===== config.mk =====
export PLATFORM = sky130hd
export DESIGN_NAME = dm_store_buffer
export DESIGN_NICKNAME = d
export VERILOG_FILES = /design/src/rtl/dm_sb_pkg.sv /design/src/rtl/dm_sb_fwd_match.sv /design/src/rtl/dm_store_buffer.sv
export SDC_FILE = /design/constraint.sdc
export NUM_CORES = 1
export LEC_CHECK = 0
export CELL_PAD_IN_SITES_DETAIL_PLACEMENT = 1
export CELL_PAD_IN_SITES_GLOBAL_PLACEMENT = 1
export CORE_MARGIN = 2
export CORE_UTILIZATION = 50
export CTS_CLUSTER_SIZE = 24
export DETAILED_ROUTE_END_ITERATION = 10
export PLACE_DENSITY = 0.82
export SYNTH_ARGS = -nofsm -noshare
export SYNTH_HDL_FRONTEND = slang
export SYNTH_SLANG_ARGS = --single-unit

===== constraint.sdc =====
create_clock -name clk -period 10.8 [get_ports clk]
set_input_delay 3.24 -clock clk [delete_from_list [all_inputs] [get_ports clk]]
set_output_delay 3.24 -clock clk [all_outputs]
set_load 0.01 [all_outputs]

===== src/rtl/dm_sb_pkg.sv =====
// Shared types and helpers for the data-memory store buffer.
package dm_sb_pkg;

    localparam int unsigned SB_DEPTH = 4;
    localparam int unsigned SB_AW    = 32;
    localparam int unsigned SB_DW    = 32;
    localparam int unsigned SB_PCW   = 32;

    typedef struct packed {
        logic [SB_AW-1:0]  addr;
        logic [SB_DW-1:0]  data;
        logic [SB_PCW-1:0] pc;
    } sb_entry_t;

    // Word index of a byte address; the low two bits never take part in matching.
    function automatic logic [SB_AW-3:0] word_idx(input logic [SB_AW-1:0] a);
        return a[SB_AW-1:2];
    endfunction

endpackage


===== src/rtl/dm_sb_fwd_match.sv =====
// Youngest-first address matcher used to forward buffered store data to loads.
module dm_sb_fwd_match
    import dm_sb_pkg::*;
#(
    parameter int unsigned DEPTH = SB_DEPTH,
    localparam int unsigned PW   = $clog2(DEPTH)
) (
    input  sb_entry_t          i_entries [DEPTH],
    input  logic [DEPTH-1:0]   i_valid,
    input  logic [PW-1:0]      i_head,
    input  logic [SB_AW-1:0]   i_ld_addr,
    output logic               o_hit,
    output logic [SB_DW-1:0]   o_data
);

    logic [PW-1:0] w_idx;

    // Walk oldest to youngest so the last match seen is the youngest one.
    always_comb begin
        o_hit  = 1'b0;
        o_data = '0;
        w_idx  = '0;
        for (int k = 0; k < int'(DEPTH); k++) begin
            w_idx = i_head + PW'(k);
            if (i_valid[w_idx] &&
                (word_idx(i_entries[w_idx].addr) == word_idx(i_ld_addr))) begin
                o_hit  = 1'b1;
                o_data = i_entries[w_idx].data;
            end
        end
    end

endmodule


===== src/rtl/dm_store_buffer.sv =====
// In-order store FIFO ahead of data memory: drains when the port is free, forwards to loads.
module dm_store_buffer
    import dm_sb_pkg::*;
#(
    parameter int unsigned DEPTH = SB_DEPTH,
    parameter int unsigned AW    = SB_AW,
    parameter int unsigned DW    = SB_DW,
    localparam int unsigned PW   = $clog2(DEPTH),
    localparam int unsigned CW   = PW + 1
) (
    input  logic          clk,
    input  logic          reset,
    input  logic          st_valid,
    output logic          st_ready,
    input  logic [AW-1:0] st_addr,
    input  logic [DW-1:0] st_data,
    input  logic [31:0]   st_pc,
    input  logic          ld_req,
    input  logic [AW-1:0] ld_addr,
    output logic          ld_hit,
    output logic [DW-1:0] ld_data,
    output logic          dm_we,
    output logic [AW-1:0] dm_addr,
    output logic [DW-1:0] dm_wd,
    output logic [31:0]   dm_pc,
    output logic          empty,
    output logic [CW-1:0] count
);

    sb_entry_t        r_mem [DEPTH];
    logic [PW-1:0]    r_head;
    logic [PW-1:0]    r_tail;
    logic [CW-1:0]    r_count;

    logic             w_full;
    logic             w_empty;
    logic             w_push;
    logic             w_pop;
    logic [DEPTH-1:0] w_valid;
    logic [PW-1:0]    w_off;
    logic             w_hit;
    logic [SB_DW-1:0] w_fwd_data;
    sb_entry_t        w_new;

    assign w_full  = (r_count == CW'(DEPTH));
    assign w_empty = (r_count == '0);
    assign w_push  = st_valid && !w_full;
    // Loads own the single DM port; drain only on cycles without one.
    assign w_pop   = !w_empty && !ld_req;

    assign w_new.addr = SB_AW'(st_addr);
    assign w_new.data = SB_DW'(st_data);
    assign w_new.pc   = SB_PCW'(st_pc);

    always_ff @(posedge clk) begin
        if (!reset) begin
            r_head  <= '0;
            r_tail  <= '0;
            r_count <= '0;
        end else begin
            if (w_push) r_tail <= r_tail + PW'(1);
            if (w_pop)  r_head <= r_head + PW'(1);
            if (w_push && !w_pop)      r_count <= r_count + CW'(1);
            else if (!w_push && w_pop) r_count <= r_count - CW'(1);
        end
    end

    // Entry payloads need no reset; occupancy is tracked by the pointers.
    always_ff @(posedge clk) begin
        if (reset && w_push) r_mem[r_tail] <= w_new;
    end

    // An entry is live when its distance from head is below the occupancy.
    always_comb begin
        w_valid = '0;
        w_off   = '0;
        for (int i = 0; i < int'(DEPTH); i++) begin
            w_off      = PW'(i) - r_head;
            w_valid[i] = ({1'b0, w_off} < r_count);
        end
    end

    dm_sb_fwd_match #(.DEPTH(DEPTH)) u_fwd (
        .i_entries (r_mem),
        .i_valid   (w_valid),
        .i_head    (r_head),
        .i_ld_addr (SB_AW'(ld_addr)),
        .o_hit     (w_hit),
        .o_data    (w_fwd_data)
    );

    assign st_ready = !w_full;
    assign ld_hit   = w_hit;
    assign ld_data  = DW'(w_fwd_data);
    assign dm_we    = w_pop;
    assign dm_addr  = AW'(r_mem[r_head].addr);
    assign dm_wd    = DW'(r_mem[r_head].data);
    assign dm_pc    = 32'(r_mem[r_head].pc);
    assign empty    = w_empty;
    assign count    = r_count;

endmodule


==> impl_metrics.env, run 1 <==
export IMPL_outcome="completed"
export IMPL_cp_top_family="buffers and inverters"
export IMPL_worst_slack_ns=0.6361
export IMPL_hold_buffers=0
export IMPL_maxCapViolCount=0
export IMPL_worst_setup_path_type="in -> out"
export IMPL_cp_num_buf_inv=3
export IMPL_start_kind="input port"
export IMPL_leakagePower_nw=8.055
export IMPL_tightestPinTransition_ns=1.151
export IMPL_synth_top_area_share_pct=54.00
export IMPL_tritoncts="done"
export IMPL_cts_htree_levels=2
export IMPL_critPathMaxFanout=33
export IMPL_peakVddDrop_v=0.0002058
export IMPL_setup_violations=0
export IMPL_grt_max_degree=101
export IMPL_p_sw_share_pct=33.03
export IMPL_drv_slew=0
export IMPL_crit_chain="clkdlybuf4s50_1, xor2_1, nor4_1, o2111ai_1, or4_4, o31ai_4, buf_12, o211ai_1, a22oi_2, clkdlybuf4s50_1"
export IMPL_clk_pin_slew_ns=0.06
export IMPL_cts_resized=0
export IMPL_rsz0062_at_grt="false"
export IMPL_pwr_share_clk_pct=26.4
export IMPL_critPathMaxStageDelay_ns=0.67
export IMPL_crit_arrival_ns=6.92
export IMPL_first_iter_violations=941
export IMPL_finalHoldViolCount=0
export IMPL_max_freq_ghz=0.09839
export IMPL_dieHeight_um=210.7
export IMPL_period_needed_ns=10.16
export IMPL_synth_edf_count=384
export IMPL_start_util_pct=50.80
export IMPL_yosysUniqueCellTypes=57
export IMPL_wirelength_um=58620
export IMPL_insertion_delay_ns=0.57
export IMPL_drt_pass1_iterations=5
export IMPL_cts_root_buf="clkbuf_16"
export IMPL_p_total_mw=5.417
export IMPL_fp_dieW_um=210.7
export IMPL_route_detailed_drc=0
export IMPL_num_io_pins=267
export IMPL_antenna_found_initial=4
export IMPL_yosysWarnings=0
export IMPL_vias=13950
export IMPL_numCtsBuffers=42
export IMPL_synthTopCellsByArea="edfxtp_1, mux4_2, mux2i_1"
export IMPL_yosysSeqAreaShare_pct=54.65
export IMPL_port_buffers=264
export IMPL_p_sw_mw=1.789
export IMPL_viasPerCell=6.104
export IMPL_grt_pass1_vias=15130
export IMPL_critical_path_required_ns=7.56
export IMPL_drive_above_1_share_pct=18.92
export IMPL_synth_top_area_cell="edfxtp_1"
export IMPL_synth_cell_area_mm2=0.02136
export IMPL_fp_coreArea_mm2=0.04204
export IMPL_synthCells=1501
export IMPL_fp_row_count=75
export IMPL_power_frac_comb_pct=38.8
export IMPL_clockBufferDepth=3
export IMPL_fill_cells=3909
export IMPL_grt_usage_pct=26.72
export IMPL_pwr_density_cell_mw_per_mm2=211.4
export IMPL_finClkSkew_ns=0.02223
export IMPL_wl_per_cell_um=25.64
export IMPL_internal_power_mw=3.628
export IMPL_nNetsFinal=1853
export IMPL_timing_setup_tns_ns=0
export IMPL_post_place_ws_ns=0.6842
export IMPL_cts_setup_buffers=0
export IMPL_drtAntennaViolNets=0
export IMPL_syn_nets=1643
export IMPL_seqPwrFrac_pct=34.8
export IMPL_grt_pass1_wl_um=89890
export IMPL_synth_most_common_cell="edfxtp_1"
export IMPL_gp_congestion=0.8663
export IMPL_grt_overflow=0
export IMPL_clock_sinks=391
export IMPL_cp_end_kind="output port"
export IMPL_syn_area_per_cell_um2=14.23
export IMPL_area_growth_syn_to_layout_pct=20.00
export IMPL_die_area_mm2=0.04438
export IMPL_ys_seq_elements=391
export IMPL_yosys_most_used_dff="edfxtp_1"
export IMPL_min_period_over_period_pct=94.11
export IMPL_worstHoldPathType="reg -> reg"
export IMPL_maxSlewHeadroom_pct=23.24
export IMPL_crit_top_cell="clkdlybuf4s50_1"
export IMPL_cp_slowest_cell="clkdlybuf4s50_1"
export IMPL_postSynth_asyncResetShare_pct=0
export IMPL_synth_common_cells="edfxtp_1, mux2i_1, mux4_2"
export IMPL_hpwlAfterDp_um=38270
==> cell families after synthesis <==
group / Yosys count / share of synthesized area, %
AOI/OAI and AO/OA: 278 / 9.409
xor gates and xnor gates: 124 / 5.086
muxes: 304 / 21.01
buffers and inverters: 135 / 3.468
adders and majority gates: 10 / 0.6211
and+or+nand+nor: 259 / 5.754
DFF: 391 / 54.65
==> cells in the final DEF, fill, tap and decap left out, drive strengths merged, types with 18 or more instances in the layout <==
cell type and n:
a211oi 35, a21oi 76, a22oi 34, and2 37
buf 30, clkbuf 52, clkdlybuf4s50 264, clkinv 18
edfxtp 384, mux2 64, mux2i 131, mux4 109
nand2 79, nor2 81, o211ai 34, o21ai 72
xnor2 83, xor2 41
==> final timing paths <==
check	startpoint	endpoint	slack, ns	depth (start not counted)
worst max-delay path	ld_addr[5]	ld_data[27]	0.64	10
worst min-delay path	r_tail[1]	r_tail[1]	0.59	2
worst max register to register	count[0]	r_mem[12]	7.61	5
worst min register to register	r_tail[1]	r_tail[1]	0.59	2
==> cell type report <==
cell class,instances,area (um2),share of cell area [%]
repair buffers,294,2893,11.29
flip-flops and latches,391,11680,45.57
clock inverters,25,274.0,1.069
diodes,3,7.507,0.02930
clock buffers,52,1089,4.248
well taps,539,674.4,2.632
inverters,7,27.53,0.1074
multi-input cells,975,8982,35.05
==> routing by layer <==
metal,vias up,track usage (%),share of wire [%]
met5,-,0,0.022
met4,2,9.373,2.7
met3,91,4.550,6.0
met2,444,46.72,51
met1,7129,33.71,40
li1,6287,-,-
==> flip-flops by register name (all words and copies together) (netlist names) <==
name / count
count: 3
r_tail: 2
r_head: 2
r_mem: 384
==> stage by stage <==
step | instance area, um2 | std cells | utilization (%) | hold slack [ns]
global route | 25630 | 2286 | 60.96 | 0.6151
detailed placement | 24260 | 2206 | 57.70 | 0.5920
finish | 25630 | 2286 | 60.96 | 0.5921
floorplan | 21360 | 1501 | - | 0.5278
global placement | 24260 | 2206 | 57.70 | 0.5511
CTS | 25620 | 2283 | 60.94 | 0.6028
==> power groups by stage <==
| stage | clock [mW] | combinational [mW] | sequential, mW |
|---|---|---|---|
| final | 1.43 | 2.10 | 1.88 |
| after global routing | 1.51 | 2.26 | 1.90 |
| after CTS | 1.46 | 2.12 | 1.89 |
| after detailed placement | 0 | 2.09 | 1.92 |
| after global placement | 0 | 2.04 | 1.90 |
| after floorplan | 0 | 1.48 | 1.84 |
==> tightest hold or removal path, cell delays in order (launching register included) <==
cell     delay (ns)
dfxtp_1        0.34
mux2i_1        0.15
nor2b_1        0.06
No activity file was read; power rests on OpenSTA's default activity.
==> run 2, diff against run 1 <==
--- a/config.mk
+++ b/config.mk
@@ -11,7 +11,8 @@
 export CORE_UTILIZATION = 50
 export CTS_CLUSTER_SIZE = 24
 export DETAILED_ROUTE_END_ITERATION = 10
-export PLACE_DENSITY = 0.82
+export PLACE_DENSITY = 0.81
 export SYNTH_ARGS = -nofsm -noshare
 export SYNTH_HDL_FRONTEND = slang
+export SYNTH_HIERARCHICAL = 1
 export SYNTH_SLANG_ARGS = --single-unit
==> impl_metrics.env, run 2 <==
export IMPL_ys_seq_elements=391
export IMPL_leakagePower_nw=8.300
export IMPL_fp_dieW_um=215.5
export IMPL_largest_reg_flops=384
export IMPL_synth_top_area_share_pct=51.56
export IMPL_fill_cells=4167
export IMPL_critical_path_required_ns=7.56
export IMPL_clock_sinks=391
export IMPL_start_kind="input port"
export IMPL_maxSlewHeadroom_pct=21.47
export IMPL_final_cell_mix="edfxtp_1, clkdlybuf4s50_1, mux2i_1"
export IMPL_setup_violations=0
export IMPL_peakVddDrop_v=0.0001408
export IMPL_yosysSeqAreaShare_pct=52.19
export IMPL_period_needed_ns=10.60
export IMPL_die_area_mm2=0.04644
export IMPL_fin_hold_ws_ns=0.5164
export IMPL_grt_pass1_vias=16290
export IMPL_critPathMaxStageDelay_ns=0.67
export IMPL_grt_usage_pct=27.91
export IMPL_drive_above_1_share_pct=14.25
export IMPL_final_common_cell="edfxtp_1"
export IMPL_syn_area_per_cell_um2=14.07
export IMPL_hpwlAfterDp_um=43680
export IMPL_port_buffers=264
export IMPL_antenna_found_initial=8
export IMPL_synth_cell_area_mm2=0.02236
export IMPL_cp_end_kind="output port"
export IMPL_worst_slack_ns=0.1956
export IMPL_dr_wl_met2_um=32600
export IMPL_cp_slowest_cell="clkdlybuf4s50_1"
export IMPL_pwr_density_cell_mw_per_mm2=184.9
export IMPL_postSynth_asyncResetShare_pct=0
export IMPL_numCtsBuffers=42
export IMPL_insertion_delay_ns=0.57
export IMPL_crit_arrival_ns=7.36
export IMPL_outcome="completed"
export IMPL_wl_per_cell_um=27.02
export IMPL_num_io_pins=267
export IMPL_area_growth_syn_to_layout_pct=18.66
export IMPL_wirelength_um=65380
export IMPL_topRoutingLayerUsed="met5"
export IMPL_drtAntennaViolNets=0
export IMPL_drv_slew=0
export IMPL_routedLengthMet1_um=27050
export IMPL_synth_most_common_cell="edfxtp_1"
export IMPL_tightestPinTransition_ns=1.178
export IMPL_fp_row_count=77
export IMPL_post_place_ws_ns=0.2765
export IMPL_critPathMaxFanout=20
export IMPL_nNetsFinal=1939
export IMPL_timing_setup_tns_ns=0
export IMPL_cts_root_buf="clkbuf_16"
export IMPL_yosysUniqueCellTypes=70
export IMPL_syn_nets=1732
export IMPL_rsz0062_at_grt="false"
export IMPL_worst_setup_path_type="in -> out"
export IMPL_drt_pass1_iterations=5
export IMPL_min_period_over_period_pct=98.19
export IMPL_multi_input_area_mm2=0.009846
export IMPL_synth_common_cells="edfxtp_1, mux2i_1, mux4_2"
export IMPL_first_iter_violations=1315
export IMPL_grt_max_degree=145
export IMPL_cts_resized=0
export IMPL_gp_congestion=0.9168
export IMPL_route_detailed_drc=0
export IMPL_start_util_pct=50.57
export IMPL_regArea_mm2=0.01168
export IMPL_largest_register="r_mem"
export IMPL_fp_coreArea_mm2=0.04422
export IMPL_finalHoldViolCount=0
export IMPL_grt_pass1_wl_um=99020
export IMPL_worstHoldPathType="reg -> reg"
export IMPL_cts_htree_levels=2
export IMPL_wl_met3_um=4135
export IMPL_crit_chain="clkdlybuf4s50_1, inv_1, o21ai_0, a2111oi_0, buf_4, nand4_1, o21ai_0, and4_1, o21bai_4, buf_4, a211oi_1, o31a_1, clkdlybuf4s50_1"
export IMPL_maxCapViolCount=0
export IMPL_synthTopCellsByArea="edfxtp_1, mux4_2, mux2i_1"
export IMPL_dieHeight_um=215.5
export IMPL_hold_depth=2
export IMPL_cts_setup_buffers=0
export IMPL_tritoncts="done"
export IMPL_finClkSkew_ns=0.02035
export IMPL_vias=15280
export IMPL_yosys_most_used_dff="edfxtp_1"
export IMPL_r2r_cells=4
export IMPL_synth_edf_count=384
export IMPL_clockBufferDepth=3
export IMPL_viasPerCell=6.312
export IMPL_hold_buffers=0
export IMPL_max_freq_ghz=0.09430
export IMPL_clk_pin_slew_ns=0.06
export IMPL_synth_top_area_cell="edfxtp_1"
export IMPL_synthCells=1590
export IMPL_yosysWarnings=6
export IMPL_p_total_mw=4.906
export IMPL_grt_overflow=0
run 2: area by class of cell:
cell class,count,share of cell area [%]
multi-input combinational,1043,37.10
inverter,18,0.2640
sequential,391,44.01
timing repair buffer,301,11.15
clock inverter,20,0.4809
tap,592,2.791
clock buffer,51,4.168
antenna,4,0.03772
run 2: path summary, 6_finish.rpt:
| kind | startpoint | endpoint | slack [ns] |
|---|---|---|---|
| worst max register to register | count[0] | r_mem[376] | 7.48 |
| worst min register to register | r_tail[0] | r_tail[0] | 0.52 |
| worst min-delay path | r_tail[0] | r_tail[0] | 0.52 |
| worst max-delay path | ld_addr[17] | ld_data[8] | 0.20 |
run 2: stage by stage:
stage | cells | area [um2] | util [%]
floorplan | 1590 | 22360 | -
global placement | 2345 | 25290 | 57.20
detailed placement | 2345 | 25290 | 57.20
CTS | 2416 | 26530 | 59.99
global route | 2418 | 26530 | 60.00
finish | 2420 | 26540 | 60.01
run 2: worst max-delay path, delay by kind of cell:
family          cells  cell delay, ns
buf+inv             5            2.00
compound gates      6            1.69
simple gates        2            0.39
run 2: cells by family (layout without fill, tap and decap cells):
| group | Yosys count | in the layout | synth area share [%] |
|---|---|---|---|
| XOR/XNOR | 104 | 104 | 4.073 |
| AO/OA/AOI/OAI | 220 | 220 | 7.139 |
| flip-flops | 391 | 391 | 52.19 |
| other | 0 | 4 | 0 |
| AND/OR/NAND/NOR | 313 | 313 | 6.954 |
| multiplexers | 396 | 396 | 25.03 |
| buffers and inverters | 156 | 390 | 4.028 |
| adder cells (fa/ha/maj) | 10 | 10 | 0.5931 |
run 2: per-layer routing:
metal / up-vias / GRT usage, %
li1: 6737 / -
met1: 7949 / 36.03
met2: 477 / 47.76
met3: 105 / 6.286
met4: 8 / 7.287
met5: - / 0
run 2: where the power goes:
| group | total, mW | internal (mW) | leakage, nW | switching [mW] |
|---|---|---|---|---|
| clock | 1.33 | 0.749 | 0.611 | 0.580 |
| sequential | 1.86 | 1.77 | 3.54 | 0.0962 |
| combinational | 1.71 | 0.822 | 4.15 | 0.891 |
